**src/rtl/fetch_pkg.sv**
```systemverilog
// Shared types and constants for the byte-wide instruction fetch path.
// Used by the fetch unit, its wait timer, the control unit and the IR hookup.
package fetch_pkg;

    typedef enum logic [1:0] {
        S_IDLE     = 2'd0,
        S_FETCH_LO = 2'd1,
        S_FETCH_HI = 2'd2,
        S_DONE     = 2'd3
    } fetch_state_t;

    localparam logic LH_LOW  = 1'b0;
    localparam logic LH_HIGH = 1'b1;

    // Bits needed to hold a count up to and including t.
    function automatic int cnt_width(input int t);
        return (t < 1) ? 1 : $clog2(t + 1);
    endfunction

endpackage

```
**src/rtl/fetch_wait_timer.sv**
```systemverilog
// Per-byte wait counter for the fetch handshake.
// Flags expiry when the last allowed wait cycle is reached.
module fetch_wait_timer
    import fetch_pkg::*;
#(
    parameter int TIMEOUT = 15
) (
    input  logic Clock,
    input  logic Reset,
    input  logic clear,
    input  logic inc,
    output logic expired
);

    localparam int W = cnt_width(TIMEOUT);
    localparam logic [W-1:0] LAST = W'(TIMEOUT - 1);

    logic [W-1:0] wcnt;

    // Count idle request cycles; clear wins over increment.
    always_ff @(posedge Clock) begin
        if (Reset) begin
            wcnt <= '0;
        end else if (clear) begin
            wcnt <= '0;
        end else if (inc) begin
            wcnt <= wcnt + W'(1);
        end
    end

    assign expired = (wcnt == LAST);

endmodule

```
**src/rtl/instruction_fetch_unit.sv**
```systemverilog
// Fetches one 16-bit instruction as two byte reads and feeds the IR.
// Owns the PC; reports completion or a per-byte timeout fault.
module instruction_fetch_unit
    import fetch_pkg::*;
#(
    parameter int ADDR_W  = 8,
    parameter int TIMEOUT = 15
) (
    input  logic              Clock,
    input  logic              Reset,
    input  logic              Start,
    input  logic              PCLoad,
    input  logic [ADDR_W-1:0] PCIn,
    input  logic [7:0]        MemData,
    input  logic              MemValid,
    output logic              MemRead,
    output logic [ADDR_W-1:0] MemAddr,
    output logic [7:0]        IRByte,
    output logic              IRWrite,
    output logic              IRLH,
    output logic [ADDR_W-1:0] PCOut,
    output logic              Busy,
    output logic              FetchDone,
    output logic              Fault
);

    fetch_state_t      state;
    fetch_state_t      state_nx;
    logic [ADDR_W-1:0] pc;
    logic [ADDR_W-1:0] pc_nx;
    logic [ADDR_W-1:0] start_pc;
    logic [ADDR_W-1:0] start_pc_nx;
    logic              wt_clear;
    logic              wt_inc;
    logic              wt_expired;

    fetch_wait_timer #(
        .TIMEOUT(TIMEOUT)
    ) u_timer (
        .Clock  (Clock),
        .Reset  (Reset),
        .clear  (wt_clear),
        .inc    (wt_inc),
        .expired(wt_expired)
    );

    // State, PC and the restart point for an aborted fetch.
    always_ff @(posedge Clock) begin
        if (Reset) begin
            state    <= S_IDLE;
            pc       <= '0;
            start_pc <= '0;
        end else begin
            state    <= state_nx;
            pc       <= pc_nx;
            start_pc <= start_pc_nx;
        end
    end

    // Next state, PC updates and handshake outputs.
    always_comb begin
        state_nx    = state;
        pc_nx       = pc;
        start_pc_nx = start_pc;
        wt_clear    = 1'b0;
        wt_inc      = 1'b0;
        MemRead     = 1'b0;
        MemAddr     = '0;
        IRByte      = '0;
        IRWrite     = 1'b0;
        IRLH        = LH_LOW;
        FetchDone   = 1'b0;
        Fault       = 1'b0;
        unique case (state)
            S_IDLE: begin
                if (PCLoad) begin
                    pc_nx = PCIn;
                end
                if (Start) begin
                    start_pc_nx = PCLoad ? PCIn : pc;
                    wt_clear    = 1'b1;
                    state_nx    = S_FETCH_LO;
                end
            end
            S_FETCH_LO, S_FETCH_HI: begin
                MemRead = 1'b1;
                MemAddr = pc;
                IRLH    = (state == S_FETCH_HI) ? LH_HIGH : LH_LOW;
                IRWrite = MemValid;
                IRByte  = MemData;
                if (MemValid) begin
                    pc_nx    = pc + ADDR_W'(1);
                    wt_clear = 1'b1;
                    state_nx = (state == S_FETCH_LO) ? S_FETCH_HI : S_DONE;
                end else if (wt_expired) begin
                    Fault    = 1'b1;
                    pc_nx    = start_pc;
                    wt_clear = 1'b1;
                    state_nx = S_IDLE;
                end else begin
                    wt_inc = 1'b1;
                end
            end
            S_DONE: begin
                FetchDone = 1'b1;
                state_nx  = S_IDLE;
            end
            default: begin
                state_nx = S_IDLE;
            end
        endcase
    end

    assign PCOut = pc;
    assign Busy  = (state != S_IDLE);

endmodule

```
**config.mk**
```make
export PLATFORM = sky130hd
export DESIGN_NAME = instruction_fetch_unit
export DESIGN_NICKNAME = d
export VERILOG_FILES = /design/src/rtl/fetch_pkg.sv /design/src/rtl/fetch_wait_timer.sv /design/src/rtl/instruction_fetch_unit.sv
export SDC_FILE = /design/constraint.sdc
export NUM_CORES = 1
export LEC_CHECK = 0
export CORE_MARGIN = 1
export CORE_UTILIZATION = 45
export CTS_CLUSTER_SIZE = 24
export DETAILED_ROUTE_END_ITERATION = 12
export PLACE_DENSITY_LB_ADDON = 0.1
export SYNTH_ARGS = -nofsm -noshare
export SYNTH_HDL_FRONTEND = slang
export SYNTH_SLANG_ARGS = --single-unit
```
**constraint.sdc**
```tcl
create_clock -name Clock -period 2.11 [get_ports Clock]
set_input_delay 0.3165 -clock Clock [delete_from_list [all_inputs] [get_ports Clock]]
set_output_delay 0.3165 -clock Clock [all_outputs]
set_load 0.01 [all_outputs]
```
[Word level (Yosys, flattened, before mapping)]
Cells that the tools add are included.
Word-level totals
  register bits: 22
  output and inout bits: 30
  word-level logic and storage cells: 45
Operators by class
  add/sub/neg operators: 2
  equality and inequality tests: 6
  mux-type cells: 25
  reduce and logical (&&, ||, !) cells: 8
Operator list (number)
  $mux 8: 5
  $pmux 8 s2: 1
  $mux 1: 14
  $add 8x1->8 const B: 1
  $mux 2: 3
  $pmux 2 s3: 1
  $reduce_and 2->1: 3
  $add 4x1->4 const B: 1
  $eq 2x2->1 const B: 2
  $eq 4x4->1 const B: 1
  $reduce_bool 2->1: 2
  $reduce_or 2->1: 2
  $ne 3x2->1 const B: 1
  $eq 2x1->1 const B: 1
  $logic_not 2->1: 1
  $ne 2x2->1 const B: 1
  $pmux 1 s2: 1

[Longest topological paths before layout]
  depth in word-level cells: 5
  mapped depth: 8

[By module]
Synthesis repeated with hierarchy kept, for this count alone.
Unflattened totals
  cell total of the unflattened synthesis: 176
  area, all modules: 1416.4 µm²
By module, submodules not included
  instruction_fetch_unit: instances 1, cells an instance 156, area an instance 1218.7 µm², sequential area each 360.3 µm²
  fetch_wait_timer: instances 1, cells an instance 20, area an instance 197.7 µm², sequential area each 80.1 µm²

[Worst setup path after synthesis]
No wires, ideal clock.
  path type: register to register
  start point: register state[0]
  end point: register pc[6], in the netlist PCOut[6]
  library setup time: 0.132 ns
  data arrival time: 1.620 ns
  required time: 1.978 ns
  setup slack: 0.357 ns
  cell stages (with the launch flop): 9
  period minus slack after synthesis: 1.753 ns
  cells stage by stage: dfxtp_1 inv_1 ha_1 buf_6 nor2b_4 a21o_4 buf_6 o21ai_0 a21oi_1
On the way
  longest elaborated chain between the ends: 4
  elaborated cells on any way between the ends: 8
  classes of those cells: eq/ne: 3; mux: 1; reduce/logical: 4
Ends and longest elaborated chain
  start, declared: line instruction_fetch_unit.sv:27  | fetch_state_t state;
  start signal, assigned: line instruction_fetch_unit.sv:54  | state <= state_nx;
  $eq 2x2->1 / $eq 2x1->1 (equally long branches): line instruction_fetch_unit.sv:74  | unique case (state)
  $reduce_or 2->1: line instruction_fetch_unit.sv:74
  $ne 3x2->1 (no line) / $reduce_bool 2->1 (equally long branches)
  $reduce_and 2->1 (no line)
  end signal, assigned: line instruction_fetch_unit.sv:55  | pc <= pc_nx;
  end, declared: line instruction_fetch_unit.sv:29  | logic [ADDR_W-1:0] pc;
Several ways; a longest one is shown, not always the timed one.
A chain may end at the register's enable or synchronous reset.

[Worst setup path in the final report]
  start point: register state[1]
  end point: output IRByte[6]
On the way
  longest elaborated chain between the ends: 3
  elaborated cells on any way between the ends: 4
  classes of those cells: eq/ne: 2; mux: 1; reduce/logical: 1
Ends and longest elaborated chain
  $eq 2x2->1 / $eq 2x1->1 (equally long branches): line instruction_fetch_unit.sv:74
  $reduce_or 2->1 *: line instruction_fetch_unit.sv:74
  $mux 8 *: line instruction_fetch_unit.sv:74
  end, declared: line instruction_fetch_unit.sv:18  | output logic [7:0] IRByte,
Every way passes the cells marked *; elsewhere a longest branch is shown, timed or not.

==> impl_metrics.csv <==
group,metric,value,unit
timing,min_period,1.93,ns
global_routing,grt_pass1_wl,6550,um
synth,synthFlopType,"dfxtp_1",
critical_path,endpoint_kind,"output pin",
cells_and_area,final_common_cell,"clkdlybuf4s50_1",
pwr,powerDensity,1030,mW/mm2
place,hpwl,2980,um
clock_tree,clock_sinks,22,
critical_path,r2r-end,"PCOut[3]$_SDFFE_PP0P_",
clock_tree,cts_buffer_depth,2,
critical_path,start_kind,"register",
clock_tree,tritoncts,"built",
run,max_cap_viol_count,0,
global_routing,grt_max_degree,15,
drt,dr.first_iter.drc_count,60,
timing,rsz0062_at_grt,"false",
min_path,hold_depth,2,
cells_and_area,utilization,68.6,%
drt,routedWlPerCell,14.3,um
min_path,hold_path_class,"register to register",
floorplanning,die_x,58.5,um
timing,setup_viol,0,
synth,synthCells,178,
synth,syn-cell-area,0.00144,mm2
floorplanning,dieArea,0.00342,mm2
clock_tree,clk_latency,0.31,ns
cells_and_area,syn_to_final_growth,44.8,%
critical_path,rr_startpoint,"state[1]$_SDFFE_PP0P_",
global_routing,grt_overflow,0,
timing,max_freq,0.517,GHz
global_routing,antenna_found_initial,0,
clock_tree,cts-hold-fix-buffers,0,
timing,period_share,91.6,%
place,place_congestion,0.859,
critical_path,critPathKind,"register to output pin",
floorplanning,initial_utilization,47.4,%
pwr,power_leakage,0.929,nW
clock_tree,h-tree-depth,1,
synth,ys_seq_area_share,30.7,%
drt,vias,1513,
drt,wl,4000,um
outcome,status,"finished, final reports clean",
drt,viasPerCell,5.42,
global_routing,grt_pass1_vias,1455,
cells_and_area,nNetsFinal,265,
clock_tree,clk_pin_slew,0.14,ns
synth,yosysTopAreaCell,"dfxtp_1",
global_routing,gr-usage-met1,29.6,%
floorplanning,core,0.00303,mm2
synth,ys_ff_latch,22,
pwr,power,2.15,mW
timing,drv_slew,0,
critical_path,startpoint,"state[1]$_SDFFE_PP0P_",
timing,hold_viol_final,0,
global_routing,use_met3,4.18,%
timing,max_slew.worst_pin.slew,0.311,ns
floorplanning,die_h,58.5,um
clock_tree,cts_root_buf,"clkbuf_4",
global_routing,grt_use_met2,44.8,%
cells_and_area,fin_cells,279,
critical_path,cp_max_fo,11,
critical_path,reg2reg_depth,7,
critical_path,required,1.79,ns
place,dp.cells,275,
synth,synth_area_leaders,"dfxtp_1 (31%), ha_1 (7.0%), nor2_1 (6.5%)",
cells_and_area,diodes,0,
synth,synthesis.nets,207,
timing,clock_skew,0.00485,ns
critical_path,r2r_slack,0.33,ns
synth,synth_edf_count,0,
cells_and_area,final_cell_mix,"clkdlybuf4s50_1 (31), nor2_1 (25), dfxtp_1 (22)",
min_path,min_from,"start_pc[1]$_SDFFE_PP0N_",
global_routing,grt_most_used_layer,"met2",
floorplanning,io-pin-count,51,
pwr,peakVddDrop,0.517,mV
synth,synth_async_sr_flop_share,0,%
synth,syn_avg_cell_area,8.06,um2
synth,synth_top_area_share,30.7,%
synth,ys_types,40,
clock_tree,numCtsBuffers,3,
drt,drc,0,
place,portBuffers,50,
drt,ant_nets,0,
floorplanning,rows,20,
timing,relSlewSlack,79.1,%
global_routing,grt_usage,24.8,%
cells_and_area,drive_above_1_share,10.2,%
critical_path,critPathArrivalTime,1.62,ns
drt,dr.pass1.iters,4,
synth,ys_warn_count,0,
min_path,hold-path-endpoint,"start_pc[1]$_SDFFE_PP0N_",
## critical path, cell delays in order, from the launching register on
cell and delay (ns):
dfxtp_1 0.36, inv_1 0.08, ha_4 0.27, buf_4 0.16, and2_1 0.15, dlygate4sd2_1 0.27
## kinds of logic (layout without fill, tap and decap cells)
group	count (synthesis)	after routing	share of synthesized area (%)
buf+inv	19	76	6.80
mux	8	8	5.58
simple gates	70	70	26.1
compound gates	48	48	22.1
xor+xnor	3	3	1.83
fa+ha+maj	8	8	6.97
flops	22	22	30.7
## power by group
part           internal, mW  switching, mW  total, mW
combinational         0.599          0.586       1.18
clock                 0.192          0.141      0.333
sequential            0.515          0.118      0.633
total                  1.31          0.844       2.15
## worst max-delay path by stage
stage	endpoint	slack, ns	depth (start not counted)
after global placement	MemAddr[5]	0.18	5
after floorplan	PCOut[6]$_SDFFE_PP0P_	0.36	8
after detailed placement	MemAddr[7]	0.16	5
final	IRByte[6]	0.18	5
after CTS	MemAddr[4]	-0.01	5
after global routing	IRByte[6]	0.08	5
## cells in the mapped netlist, types with 3 or more instances
| master | instances |
|---|---|
| a211o_1 | 3 |
| buf_2 | 3 |
| ha_1 | 8 |
| nand3_1 | 5 |
| nor2_1 | 25 |
| clkbuf_1 | 4 |
| and3_1 | 3 |
| buf_6 | 3 |
| a21oi_1 | 9 |
| and2_1 | 14 |
| mux2i_1 | 8 |
| inv_1 | 7 |
| nand2_1 | 4 |
| a211oi_1 | 11 |
| dfxtp_1 | 22 |
| nand3b_1 | 5 |
| o21ai_0 | 10 |
| a31oi_1 | 4 |
## cell type report
cell class | count | area, um2
well taps | 44 | 55.1
repair buffers | 63 | 586
fillers | 249 | 950
clock inverters | 1 | 30.0
flip-flops and latches | 22 | 440
clock buffers | 3 | 22.5
inverters | 9 | 35.0
multi-input cells | 137 | 910
## per-layer routing
metal	share of wire [%]	vias to the layer above
met5	0	-
met2	51	68
met4	1.1	0
met1	41	701
li1	-	738
met3	6.8	6
## metrics by stage
| stage | TNS (ns) | setup slack, ns | hold WS [ns] | instance area [um2] |
|---|---|---|---|---|
| after floorplan | 0 | 0.357 | 0.474 | 1440 |
| after global placement | 0 | 0.184 | 0.481 | 2020 |
| after detailed placement | 0 | 0.161 | 0.491 | 2020 |
| after CTS | -0.0116 | -0.0116 | 0.507 | 2070 |
| after global routing | 0 | 0.0757 | 0.535 | 2080 |
| final | 0 | 0.178 | 0.507 | 2080 |
## flip-flops by register name (all words and copies together), names as in the netlist
register      count
start_pc          8
PCOut             8
state             2
u_timer.wcnt      4
## timing repair
item	CTS	global route
setup buffers	0	0
endpoints found under the setup margin	19	2
gates resized for setup	21	2
pin swaps	1	0
No activity file was read; power rests on OpenSTA's default activity.
